[config.mk]
export PLATFORM = sky130hd
export DESIGN_NAME = pio_cmd_sequencer
export DESIGN_NICKNAME = d
export VERILOG_FILES = /design/src/rtl/pio_cmd_sequencer.sv
export SDC_FILE = /design/constraint.sdc
export NUM_CORES = 1
export LEC_CHECK = 0
export CAP_MARGIN = 20
export CORE_MARGIN = 10
export CORE_UTILIZATION = 55
export DETAILED_ROUTE_END_ITERATION = 8
export GPL_TIMING_DRIVEN = 1
export HOLD_SLACK_MARGIN = 0.03
export PLACE_DENSITY_LB_ADDON = 0.1
export SLEW_MARGIN = 0
export SYNTH_ARGS = -nofsm -noshare
export SYNTH_HDL_FRONTEND = slang
export SYNTH_SLANG_ARGS = --single-unit
[constraint.sdc]
create_clock -name clk_clk -period 3 [get_ports clk_clk]
set_input_delay 0.9 -clock clk_clk [delete_from_list [all_inputs] [get_ports clk_clk]]
set_output_delay 0.9 -clock clk_clk [all_outputs]
set_load 0.01 [all_outputs]
[src/rtl/pio_cmd_sequencer.sv]
// pio_cmd_sequencer: decodes toggle-handshaked 32-bit PIO command words,
// holds a 24-bit configuration register file and runs a burst trigger engine
// (COUNT pulses spaced reg0 clocks apart).
// Optional build macro: PIO_SEQ_ERR_EN adds err_count / err_flag outputs that
// track illegal opcodes and out-of-range register writes.
//
// state   | meaning
// --------+-----------------------------------------------------------------
// ST_IDLE | waiting for pio_data[31] to differ from ack_toggle
// ST_QUAL | word latched, waiting for it to hold STABLE_CYCLES samples
// ST_EXEC | one cycle: execute latched opcode, flip ack, bump cmd_count
module pio_cmd_sequencer #(
    parameter int NUM_REGS      = 4,
    parameter int STABLE_CYCLES = 2
) (
    input  logic                   clk_clk,
    input  logic                   reset_reset,
    input  logic [31:0]            pio_data,
    output logic [NUM_REGS*24-1:0] cfg_regs,
    output logic                   trig_out,
    output logic                   busy,
    output logic                   ack_toggle,
    output logic [15:0]            cmd_count
`ifdef PIO_SEQ_ERR_EN
    ,
    output logic [7:0]             err_count,
    output logic [0:0]             err_flag
`endif
);

    typedef enum logic [1:0] {ST_IDLE, ST_QUAL, ST_EXEC} state_t;

    localparam int              SCW       = (STABLE_CYCLES > 1) ? $clog2(STABLE_CYCLES) : 1;
    localparam logic [SCW-1:0]  STAB_LOAD = SCW'(STABLE_CYCLES - 1);
    localparam logic [4:0]      NREG      = 5'(NUM_REGS);

    state_t         state_q, state_d;
    logic [31:0]    word_q, word_d;
    logic [SCW-1:0] stab_q, stab_d;
    logic           ack_q, ack_d;
    logic [15:0]    cnt_q, cnt_d;
    logic [23:0]    regs_q [NUM_REGS];
    logic [23:0]    regs_d [NUM_REGS];
    logic           trig_q, trig_d;
    logic           busy_q, busy_d;
    logic [23:0]    rem_q, rem_d;
    logic [23:0]    per_q, per_d;

    logic [2:0]     op;
    logic [3:0]     addr;
    logic [23:0]    data;
    logic [23:0]    p_val;

    assign op    = word_q[30:28];
    assign addr  = word_q[27:24];
    assign data  = word_q[23:0];
    // A zero period would stall the engine, so it runs at one pulse per clock.
    assign p_val = (regs_q[0] == 24'd0) ? 24'd1 : regs_q[0];

    // State, handshake, register file and burst engine registers.
    always_ff @(posedge clk_clk) begin
        if (reset_reset) begin
            state_q <= ST_IDLE;
            word_q  <= '0;
            stab_q  <= '0;
            ack_q   <= 1'b0;
            cnt_q   <= '0;
            trig_q  <= 1'b0;
            busy_q  <= 1'b0;
            rem_q   <= '0;
            per_q   <= '0;
            for (int i = 0; i < NUM_REGS; i++) regs_q[i] <= '0;
        end else begin
            state_q <= state_d;
            word_q  <= word_d;
            stab_q  <= stab_d;
            ack_q   <= ack_d;
            cnt_q   <= cnt_d;
            trig_q  <= trig_d;
            busy_q  <= busy_d;
            rem_q   <= rem_d;
            per_q   <= per_d;
            for (int i = 0; i < NUM_REGS; i++) regs_q[i] <= regs_d[i];
        end
    end

    // Next-state: burst engine first, then decoder commands override it.
    always_comb begin
        state_d = state_q;
        word_d  = word_q;
        stab_d  = stab_q;
        ack_d   = ack_q;
        cnt_d   = cnt_q;
        trig_d  = 1'b0;
        busy_d  = busy_q;
        rem_d   = rem_q;
        per_d   = per_q;
        for (int i = 0; i < NUM_REGS; i++) regs_d[i] = regs_q[i];

        if (busy_q) begin
            if (per_q <= 24'd1) begin
                trig_d = 1'b1;
                rem_d  = rem_q - 24'd1;
                busy_d = (rem_q > 24'd1);
                per_d  = p_val;
            end else begin
                per_d  = per_q - 24'd1;
            end
        end

        case (state_q)
            ST_IDLE: begin
                if (pio_data[31] != ack_q) begin
                    word_d  = pio_data;
                    stab_d  = STAB_LOAD;
                    state_d = (STABLE_CYCLES == 1) ? ST_EXEC : ST_QUAL;
                end
            end
            ST_QUAL: begin
                if (pio_data[31] == ack_q) begin
                    state_d = ST_IDLE;
                end else if (pio_data != word_q) begin
                    word_d = pio_data;
                    stab_d = STAB_LOAD;
                end else if (stab_q <= SCW'(1)) begin
                    state_d = ST_EXEC;
                end else begin
                    stab_d = stab_q - SCW'(1);
                end
            end
            ST_EXEC: begin
                ack_d   = word_q[31];
                cnt_d   = cnt_q + 16'd1;
                state_d = ST_IDLE;
                case (op)
                    3'd1: begin
                        for (int i = 0; i < NUM_REGS; i++)
                            if ({1'b0, addr} == 5'(i)) regs_d[i] = data;
                    end
                    3'd2: begin
                        if (data == 24'd0) begin
                            trig_d = 1'b0;
                            busy_d = 1'b0;
                        end else begin
                            trig_d = 1'b1;
                            rem_d  = data - 24'd1;
                            busy_d = (data > 24'd1);
                            per_d  = p_val;
                        end
                    end
                    3'd3: begin
                        trig_d = 1'b0;
                        busy_d = 1'b0;
                    end
                    3'd4: begin
                        for (int i = 0; i < NUM_REGS; i++) regs_d[i] = '0;
                    end
                    default: ;
                endcase
            end
            default: state_d = ST_IDLE;
        endcase
    end

    // Flatten the register file onto the output bus.
    always_comb begin
        cfg_regs = '0;
        for (int i = 0; i < NUM_REGS; i++) cfg_regs[i*24 +: 24] = regs_q[i];
    end

    assign trig_out   = trig_q;
    assign busy       = busy_q;
    assign ack_toggle = ack_q;
    assign cmd_count  = cnt_q;

`ifdef PIO_SEQ_ERR_EN
    logic [7:0] errc_q, errc_d;
    logic       errf_q, errf_d;
    logic       err_hit, err_clr;

    // Error bookkeeping: saturating count, sticky flag cleared by CLEAR.
    always_comb begin
        err_hit = (state_q == ST_EXEC) &&
                  ((op >= 3'd5) || ((op == 3'd1) && ({1'b0, addr} >= NREG)));
        err_clr = (state_q == ST_EXEC) && (op == 3'd4);
        errc_d  = errc_q;
        errf_d  = errf_q;
        if (err_hit && (errc_q != 8'hFF)) errc_d = errc_q + 8'd1;
        if (err_hit)      errf_d = 1'b1;
        else if (err_clr) errf_d = 1'b0;
    end

    // Error registers.
    always_ff @(posedge clk_clk) begin
        if (reset_reset) begin
            errc_q <= '0;
            errf_q <= 1'b0;
        end else begin
            errc_q <= errc_d;
            errf_q <= errf_d;
        end
    end

    assign err_count = errc_q;
    assign err_flag  = errf_q;
`endif

endmodule

==> flow_summary.toml <==
[synth]
synthArstFlopShare_pct = 0
synth_top_family_by_area = "simple AND/OR/NAND/NOR gates"
synth_top_area_share_pct = 39.0
yosys.area_share.xor_xnor_pct = 6.93
synthesis.nets = 1182
synth-main-ff-cell = "dfxtp_1"
yosys_warnings = 0
yosys.area_share.adder_pct = 0.990
yosys.cell_types.count = 62
ys_seq_area_share_pct = 39.0
synth-compound-area-share_pct = 17.3
muxShareOfSynthArea_pct = 9.81
avgSynthCellArea_um2 = 8.87
syn_area_um2 = 10100
synth_area_leader_cell = "dfxtp_1"
synth_edf_count = 0
yosys_register_bits = 197
yosys-top-cells-area = "dfxtp_1 39%, mux2i_1 9.7%, nor2_1 4.9%, xor2_1 4.5%, clkbuf_1 3.2%"
synthSimpleGateAreaFrac_pct = 21.2
synthCells = 1140

[hold_path]
min_to = "rem_q[8]$_SDFF_PP0_"
hp-class = "register to register"
hold_path_depth = 2
holdCritStartpoint = "rem_q[8]$_SDFF_PP0_"

[critical_path]
start_kind = "register"
reg2reg_to = "per_q[4]$_SDFF_PP0_"
worstRegToRegCells = 6
rr_startpoint = "word_q[19]$_SDFFE_PP0P_"
critPathMaxFanout = 22
worst_setup_path_end_kind = "register"
worstSetupPathType = "register to register"
rrSetupSlack_ns = 0.36
crit_arrival_ns = 2.94
crit_required_ns = 3.29

[drt]
dr.pass1.iters = 6
drcViolationCount = 0
first_iter_violations = 1014
wirelength_um = 31400
routed_via_density = 6.28
wire_per_inst_um = 20.9
vias = 9412
ant_nets = 0

[final_layout]
design_area_um2 = 12600
seq_area_um2 = 3940
final_cells = 1499
layout.nets = 1299
drive_gt1_share_pct = 9.61
area_growth_pct = 24.3
multiInputGateArea_um2 = 5720
n_fill_cell = 1453
antenna_cells = 0
final_cell_mix = "197 x dfxtp_1, 147 x clkdlybuf4s50_1, 133 x nor2_1, 98 x mux2i_1, 54 x o21ai_0"
final_common_cell = "dfxtp_1"

[placed_design]
portBuffers = 148
dpl_worst_slack_ns = 0.0365
dp_cells = 1467
post_dp_cell_area_um2 = 11900
routabilityCongestion = 0.897
dp_hpwl_um = 21600

[floorplanning]
die_height_um = 156
design.core.area_um2 = 18000
dieWidth_um = 156
row_count = 49
dieArea_um2 = 24200
io_pins = 149
initial_core_util_pct = 56.1

[timing]
setup_viol = 0
finalCritPeriodShare_pct = 88.1
max_clock_freq_mhz = 378
rsz0062_at_grt = "no"
worst_pin_slew_ns = 1.09
slew_violations = 0
min_period_ns = 2.64
hold_viol_final = 0
skew_ns = 0.0169
setup-tns-final_ns = 0
maxSlewHeadroom_pct = 27.1
setup_ws_ns = 0.356

[clock_network]
cts_resized = 0
cts_inserted_buffers = 17
post_cts_buffers = 0
path_clk_slew_ns = 0.09
clockRootBuffer = "clkbuf_16"
cts.path.max_buffers = 2
cts.htree.levels = 4
cts.sinks = 197
cts_tree = "yes"
clkLatencyLatePin_ns = 0.45
ctsHoldBuffers = 0

[run_status]
status = "completed"

[global_route]
gr-total-overflow = 0
grt_usage_pct = 25.1
grt_max_degree = 76
antenna_found_initial = 0
grt_pass1_wl_um = 49700
grt_pass1_vias = 8840

[pwr]
finalPower_w = 0.00582
powerDensity_nw_per_um2 = 463
peakVddDrop_v = 0.000465
p_leak_nw = 4.84

[run]
maxCapViolations = 0
==> power breakdown <==
group | switching, W | internal [W]
clock network | 0.00126 | 0.00125
logic | 0.000346 | 0.000228
registers | 0.0000777 | 0.00266
total | 0.00168 | 0.00413
==> critical path, stage by stage, from the launching register on <==
cell and delay [ns]:
dfxtp_1 0.33, or4_4 0.56, or4_1 0.57, o31a_1 0.45, a21oi_2 0.14, buf_4 0.31, a211oi_1 0.12
==> final cells by class <==
type / instances / share of cell area [%]
clock buffers: 17 / 3.38
clock inverters: 15 / 1.81
inverters: 10 / 0.299
multi-input cells: 829 / 45.5
flip-flops and latches: 197 / 31.4
well taps: 229 / 2.28
repair buffers: 202 / 15.3
==> flip-flops by register name, summed over array words and instances (netlist names) <==
register	count
busy	1
ack_toggle	1
per_q	24
state_q	2
cmd_count	16
regs_q	96
word_q	32
trig_out	1
rem_q	24
==> cells by family (layout without fill, tap and decap cells) <==
group	Yosys count	after routing
mux	99	99
xor+xnor	80	80
flops	197	197
fa+ha+maj	8	8
compound gates	240	240
simple gates	402	402
buf+inv	114	244
==> synth_stat cells (3+ instances only) <==
library cell and n:
o31a_1 5, nor3b_1 34, nor2b_1 23, or4_1 15, o311ai_0 28, nand4_1 17, o21ai_1 3, nand2b_1 5
nand3_1 15, nor4b_1 3, or3_1 21, clkbuf_1 86, xor2_1 52, o311ai_1 4, inv_1 10, o41ai_1 4
a211oi_1 13, xnor2_1 28, mux2i_1 98, o21a_1 5, buf_6 4, nand2_1 53, nor2_1 133, nor3_1 19
dfxtp_1 197, o21ai_0 54, and4_1 3, a31o_2 6, nor4bb_1 3, ha_1 8, o31ai_1 16, a221oi_1 3
a31oi_1 15, buf_4 3, buf_2 11, a21oi_1 31, nand3b_1 5, a32oi_1 32, nor4_1 39, a211oi_2 10
==> stage by stage <==
step	hold slack, ns	utilization, %
after floorplan	0.434	-
after global placement	0.450	66.1
after detailed placement	0.461	66.1
after CTS	0.472	69.7
after global routing	0.510	69.7
final	0.473	69.7
==> layer usage <==
layer  share of wire (%)  global-route usage [%]
met1                  44                    33.3
met2                  46                    38.9
met3                 8.8                    7.78
met4                 1.6                    6.11
met5                   0                       0
==> worst max-delay path by stage <==
stage                                        from                    endpoint  cells after the start
after floorplan                      pio_data[21]     word_q[24]$_SDFFE_PP0P_                      7
after CTS                         busy$_SDFF_PP0_                        busy                      2
after detailed placement             pio_data[24]     word_q[16]$_SDFFE_PP0P_                      7
after global placement               pio_data[26]     word_q[16]$_SDFFE_PP0P_                      7
after global routing      word_q[28]$_SDFFE_PP0P_  regs_q[1][16]$_SDFFE_PP0P_                      5
final                     word_q[19]$_SDFFE_PP0P_         per_q[4]$_SDFF_PP0_                      6
Power figures use the tool's default switching activity.
